`src/rtl/ibex_scramble_key_mgr_pkg.sv`:
```
// Shared types and constants for the multi-channel scramble key manager.
package ibex_scramble_key_mgr_pkg;

  localparam int unsigned SCR_MGR_MAX_CHANNELS = 8;
  localparam int unsigned SCRAMBLE_KEY_W       = 128;
  localparam int unsigned SCRAMBLE_NONCE_W     = 64;

  localparam logic [SCRAMBLE_KEY_W-1:0] RndCnstIbexKeyDefault =
    128'h14e8cecae3040d5e12286bb3cc113298;
  localparam logic [SCRAMBLE_NONCE_W-1:0] RndCnstIbexNonceDefault =
    64'hf79780bc735f3843;

  typedef enum logic [1:0] {
    SCR_MGR_IDLE    = 2'd0,
    SCR_MGR_REQ     = 2'd1,
    SCR_MGR_BACKOFF = 2'd2
  } scr_mgr_state_e;

  // Channel index width; a single channel still gets a 1-bit index.
  function automatic int unsigned scr_mgr_idx_w(input int unsigned n);
    return (n > 1) ? $clog2(n) : 1;
  endfunction

endpackage

```
`src/rtl/ibex_scramble_rr_arb.sv`:
```
// Combinational round-robin pick: first requester at or after the pointer.
module ibex_scramble_rr_arb import ibex_scramble_key_mgr_pkg::*; #(
  parameter int unsigned NumChannels = 2,
  localparam int unsigned IdxW = scr_mgr_idx_w(NumChannels)
) (
  input  logic [NumChannels-1:0] req_i,
  input  logic [IdxW-1:0]        ptr_i,
  output logic [IdxW-1:0]        grant_o,
  output logic                   valid_o
);

  int unsigned     idx;
  logic [IdxW-1:0] sel;

  // Scan from the farthest offset down so the nearest requester wins last.
  always_comb begin
    grant_o = '0;
    valid_o = |req_i;
    idx     = 0;
    sel     = '0;
    for (int i = int'(NumChannels) - 1; i >= 0; i--) begin
      idx = 32'(ptr_i) + 32'(i);
      if (idx >= NumChannels) begin
        idx = idx - NumChannels;
      end
      sel = IdxW'(idx);
      if (req_i[sel]) begin
        grant_o = sel;
      end
    end
  end

endmodule

```
`src/rtl/ibex_scramble_key_mgr.sv`:
```
// Multi-channel scramble key manager sharing one OTP key port.
module ibex_scramble_key_mgr import ibex_scramble_key_mgr_pkg::*; #(
  parameter int unsigned          NumChannels   = 2,
  parameter int unsigned          KeyW          = SCRAMBLE_KEY_W,
  parameter int unsigned          NonceW        = SCRAMBLE_NONCE_W,
  parameter logic [KeyW-1:0]      RndCnstKey    = RndCnstIbexKeyDefault,
  parameter logic [NonceW-1:0]    RndCnstNonce  = RndCnstIbexNonceDefault,
  parameter int unsigned          TimeoutCycles = 1024,
  localparam int unsigned         IdxW          = scr_mgr_idx_w(NumChannels)
) (
  input  logic                               clk_i,
  input  logic                               rst_i,
  input  logic [NumChannels-1:0]             chan_req_i,
  output logic [NumChannels-1:0][KeyW-1:0]   chan_key_o,
  output logic [NumChannels-1:0][NonceW-1:0] chan_nonce_o,
  output logic [NumChannels-1:0]             chan_key_valid_o,
  output logic                               otp_req_o,
  output logic [IdxW-1:0]                    otp_chan_o,
  input  logic                               otp_ack_i,
  input  logic [KeyW-1:0]                    otp_key_i,
  input  logic [NonceW-1:0]                  otp_nonce_i,
  output logic                               busy_o,
  output logic                               err_timeout_o
);

  localparam int unsigned CntW        = 16;
  localparam bit          TimeoutEn   = (TimeoutCycles != 0);
  localparam logic [CntW-1:0] TimeoutLast = CntW'(TimeoutCycles - 1);

  scr_mgr_state_e         state_q;
  logic [NumChannels-1:0] pending_q;
  logic [IdxW-1:0]        grant_q;
  logic [IdxW-1:0]        rr_ptr_q;
  logic [CntW-1:0]        cnt_q;

  logic [IdxW-1:0]        arb_grant;
  logic                   arb_valid;
  logic                   ack_accept;
  logic                   timeout_hit;
  logic [IdxW-1:0]        next_ptr;
  logic [NumChannels-1:0] ack_clr;

  ibex_scramble_rr_arb #(
    .NumChannels(NumChannels)
  ) u_arb (
    .req_i  (pending_q),
    .ptr_i  (rr_ptr_q),
    .grant_o(arb_grant),
    .valid_o(arb_valid)
  );

  assign ack_accept  = (state_q == SCR_MGR_REQ) && otp_ack_i;
  assign timeout_hit = TimeoutEn && (cnt_q == TimeoutLast);
  assign next_ptr    = (grant_q == IdxW'(NumChannels - 1)) ? '0 : grant_q + IdxW'(1);
  assign otp_chan_o  = grant_q;
  assign busy_o      = (|pending_q) || (state_q != SCR_MGR_IDLE);

  // One-hot of the slot being written by an accepted ack.
  always_comb begin
    ack_clr = '0;
    if (ack_accept) begin
      ack_clr[grant_q] = 1'b1;
    end
  end

  // Refresh sequencer: grant, request, await ack or time out and back off.
  always_ff @(posedge clk_i) begin
    if (rst_i) begin
      state_q       <= SCR_MGR_IDLE;
      grant_q       <= '0;
      rr_ptr_q      <= '0;
      cnt_q         <= '0;
      otp_req_o     <= 1'b0;
      err_timeout_o <= 1'b0;
    end else begin
      err_timeout_o <= 1'b0;
      case (state_q)
        SCR_MGR_IDLE: begin
          if (arb_valid) begin
            grant_q   <= arb_grant;
            cnt_q     <= '0;
            otp_req_o <= 1'b1;
            state_q   <= SCR_MGR_REQ;
          end
        end
        SCR_MGR_REQ: begin
          if (otp_ack_i) begin
            rr_ptr_q  <= next_ptr;
            cnt_q     <= '0;
            otp_req_o <= 1'b0;
            state_q   <= SCR_MGR_IDLE;
          end else if (timeout_hit) begin
            rr_ptr_q      <= next_ptr;
            cnt_q         <= '0;
            otp_req_o     <= 1'b0;
            err_timeout_o <= 1'b1;
            state_q       <= SCR_MGR_BACKOFF;
          end else begin
            cnt_q <= cnt_q + CntW'(1);
          end
        end
        SCR_MGR_BACKOFF: begin
          state_q <= SCR_MGR_IDLE;
        end
        default: begin
          otp_req_o <= 1'b0;
          state_q   <= SCR_MGR_IDLE;
        end
      endcase
    end
  end

  // Per-channel pending/valid flags and key/nonce slots; a fresh request beats a same-cycle ack.
  always_ff @(posedge clk_i) begin
    if (rst_i) begin
      pending_q        <= '0;
      chan_key_valid_o <= '1;
      chan_key_o       <= {NumChannels{RndCnstKey}};
      chan_nonce_o     <= {NumChannels{RndCnstNonce}};
    end else begin
      pending_q        <= (pending_q & ~ack_clr) | chan_req_i;
      chan_key_valid_o <= (chan_key_valid_o | ack_clr) & ~chan_req_i;
      if (ack_accept) begin
        chan_key_o[grant_q]   <= otp_key_i;
        chan_nonce_o[grant_q] <= otp_nonce_i;
      end
    end
  end

endmodule

```
`config.mk`:
```
export PLATFORM = sky130hd
export DESIGN_NAME = ibex_scramble_key_mgr
export DESIGN_NICKNAME = d
export VERILOG_FILES = /design/src/rtl/ibex_scramble_key_mgr_pkg.sv /design/src/rtl/ibex_scramble_rr_arb.sv /design/src/rtl/ibex_scramble_key_mgr.sv
export SDC_FILE = /design/constraint.sdc
export NUM_CORES = 1
export LEC_CHECK = 0
export BUFFER_PORTS_ARGS = -buffer_cell sky130_fd_sc_hd__buf_2
export CAP_MARGIN = 20
export CORE_AREA = 5 5 227 229
export DETAILED_ROUTE_END_ITERATION = 8
export DIE_AREA = 0 0 232 234
export PLACE_DENSITY = 0.63
export SETUP_SLACK_MARGIN = 0.5
export SLEW_MARGIN = 0
export SYNTH_ARGS = -nofsm -noshare
export SYNTH_HDL_FRONTEND = slang
export SYNTH_SLANG_ARGS = --single-unit
```
`constraint.sdc`:
```
create_clock -name clk_i -period 1.7 [get_ports clk_i]
set_input_delay 0 -clock clk_i [delete_from_list [all_inputs] [get_ports clk_i]]
set_output_delay 0 -clock clk_i [all_outputs]
set_load 0.005 [all_outputs]
```
==> out/metrics.yaml <==
sta:
  tightestPinTransition_ns: 1.180
  fin_setup_tns_ns: 0
  setup_violations: 0
  finalCritPeriodShare: 0.9691
  layout_min_cycle_time_ns: 1.647
  fmax_mhz: 607.0
  timing.slew.headroom: 0.2104
  rsz0062_at_grt: "yes"
  hold_viol: 0
  final-max-slew-violation-count: 0
  fin_skew_ns: 0.01491
worst_setup_path:
  worstPathCellList: "nand2b_4 > or3_4 > buf_16 > nand2_1 > a21oi_1"
  reg2reg_to: "chan_key_o[100]"
  rr_startpoint: "state_q[1]"
  r2r_slack_ns: 0.05
  startpoint: "state_q[1]"
  crit_fanout: 40
  path_class: "reg2reg"
  r2r_cells: 5
  required_ns: 2.10
  cp_slowest_cell: "or3_4"
  cp-end-kind: "register"
  start_kind: "register"
  cp.arrival_ns: 2.04
  max_stage_delay_ns: 0.43
  crit_end: "chan_key_o[100]"
finish:
  final_layout_size_suffix_gt1_frac: 0.4485
  area_growth_pct: 78.05
  final_area_mm2: 0.02664
  fin_nets: 2901
  fillers: 4106
floorplanning:
  start_util: 0.3026
  rows: 82
  die-area_mm2: 0.05429
  die_h_um: 234
  die-width_um: 232
  io_pins: 587
  core_area_mm2: 0.04945
cts:
  cts_root_buf: "clkbuf_16"
  path_clk_slew_ns: 0.06
  clock_path_buffers: 3
  cts_tree: "built"
  clock_latency_ns: 0.57
  cts_max_level: 2
  clock_sink_count: 410
  tritoncts.num_buffers: 46
logic_synthesis:
  synthesis.nets: 2025
  async_reset_ff_frac: 0
  syn_inst: 1827
  ys_ff_latch: 410
  synth_area_leader_cell: "dfxtp_1"
  synth_warnings: 0
  ys.flop_type: "dfxtp_1"
  netlist_top_cells_area: "dfxtp_1 55%, nand2_1 20%, nand3b_1 9.1%"
  syn_area_mm2: 0.01496
  synth.most_common_cell: "nand2_1"
  syn_avg_cell_area_um2: 8.189
  synth_top_area_frac: 0.5486
  ys_seq_area_frac: 0.5486
  yosys-top-cells-count: "789 x nand2_1, 410 x dfxtp_1, 208 x a21oi_1"
  synth_edf_count: 0
  ys_types: 51
grt:
  antenna_found_initial: 4
  grt_pass1_wl_mm: 93.23
  grt_usage: 0.2151
  grt_pass1_vias: 16360
  grt_max_degree: 187
  overflow: 0
route:
  ant_nets: 0
  vias_per_cell: 4.936
  drt-initial-drc-count: 974
  first_pass_iters: 5
  drc: 0
  routed_wl_mm: 68.41
  vias: 16860
  wl_per_cell_um: 20.03
place:
  port_buffers: 586
  placed_cell_area_mm2: 0.01887
  place_congestion: 0.8519
  post-dp-hpwl_mm: 37.53
min_path:
  min_path_cells: 3
  hold_path.class: "in2reg"
power:
  vdd_drop_max_v: 0.0007773
  power_leakage_nw: 11.84
  power_density_mw_per_mm2: 870.1
flow_run:
  maxCapViolations: 0
run_status:
  status: "finished, final reports clean"
==> cells in the final DEF, fill, tap and decap left out, types with 12 or more instances in the layout <==
cell,netlist,final
nor2_1,18,13
dfxtp_1,410,394
nand2_4,0,156
dlygate4sd3_1,0,202
nand2_1,789,557
a21oi_1,208,101
buf_2,45,584
buf_6,11,28
buf_4,16,46
buf_8,0,12
buf_12,0,40
clkbuf_16,0,61
a21oi_2,2,108
nand2_2,0,74
buf_16,0,37
nand3b_1,182,182
==> layout make-up <==
class	count	area, um^2	share of cell area
Antenna cell	5	12.51	0.0004697
Timing Repair Buffer	962	7938	0.2980
Sequential cell	410	8253	0.3098
Tap cell	672	840.8	0.03156
Clock buffer	66	1360	0.05105
Clock inverter	17	151.4	0.005683
Inverter	4	15.01	0.0005636
Multi-Input combinational cell	1279	8069	0.3029
==> stage by stage <==
step	setup slack, ns	util	hold WS, ns	power (W)	cells
after global placement	0.1086	0.3816	0.2230	0.01223	3003
after floorplan	0.1886	-	0.1020	0.01128	1827
after global routing	0.01688	0.5386	0.07430	0.02395	3414
final	0.05255	0.5387	0.03098	0.02318	3415
after CTS	0.1352	0.4958	-0.3020	0.02300	3371
after detailed placement	0.07162	0.3816	0.2313	0.01227	3003
==> where the power goes <==
group          switching, W  internal (W)  total, W
Clock               0.00416       0.00588    0.0100
Sequential         0.000216       0.00995    0.0102
Combinational       0.00152       0.00147   0.00299
Total               0.00589        0.0173    0.0232
==> worst max-delay path, delay by kind of cell (launching register included) <==
kind / cells / cell delay (ns)
AO/OA/AOI/OAI: 1 / 0.11
buffers and inverters: 1 / 0.22
flip-flops: 1 / 0.37
AND/OR/NAND/NOR: 3 / 0.74
==> state kept, by name (all words and copies together) (netlist names) <==
| register | cells |
|---|---|
| chan_key_o | 256 |
| chan_key_valid_o | 2 |
| chan_nonce_o | 128 |
| cnt_q | 16 |
| err_timeout_o | 1 |
| otp_chan_o | 1 |
| otp_req_o | 1 |
| pending_q | 2 |
| rr_ptr_q | 1 |
| state_q | 2 |
==> worst min path at each step <==
| stage | from | to |
|---|---|---|
| after CTS | rst_i | cnt_q[0] |
| after global routing | rst_i | chan_key_valid_o[1] |
| after detailed placement | otp_key_i[68] | chan_key_o[68] |
| after floorplan | chan_req_i[1] | chan_key_valid_o[1] |
| final | rst_i | chan_key_valid_o[1] |
| after global placement | otp_nonce_i[13] | chan_nonce_o[13] |
==> timing repair <==
action	in CTS	in global routing
cloned	32	13
hold buffers	200	2
gates resized for setup	228	409
pin swaps	146	246
buffers inserted	53	24
setup endpoints to repair	411	411
endpoints found under the hold margin	406	13
==> cell families (layout without fill, tap and decap cells) <==
| kind of cell | after synthesis | count (layout) | share of synthesized area |
|---|---|---|---|
| simple gates | 1035 | 1035 | 0.3155 |
| flops | 410 | 410 | 0.5486 |
| compound gates | 237 | 237 | 0.08329 |
| buf+inv | 138 | 1049 | 0.04792 |
| xor+xnor | 3 | 3 | 0.001756 |
| mux | 3 | 3 | 0.002091 |
| fa+ha+maj | 1 | 1 | 0.0008361 |
| other cells | 0 | 5 | 0 |
==> metal layers <==
| layer | wire length, um | global-route usage | share of wire | vias up |
|---|---|---|---|---|
| met3 | 6654 | 0.07216 | 0.097 | 178 |
| li1 | - | - | - | 7747 |
| met2 | 33440 | 0.3665 | 0.49 | 913 |
| met5 | 0 | 0 | 0 | - |
| met1 | 25770 | 0.2519 | 0.38 | 8019 |
| met4 | 2541 | 0.08253 | 0.037 | 0 |
Power figures use the tool's default switching activity.
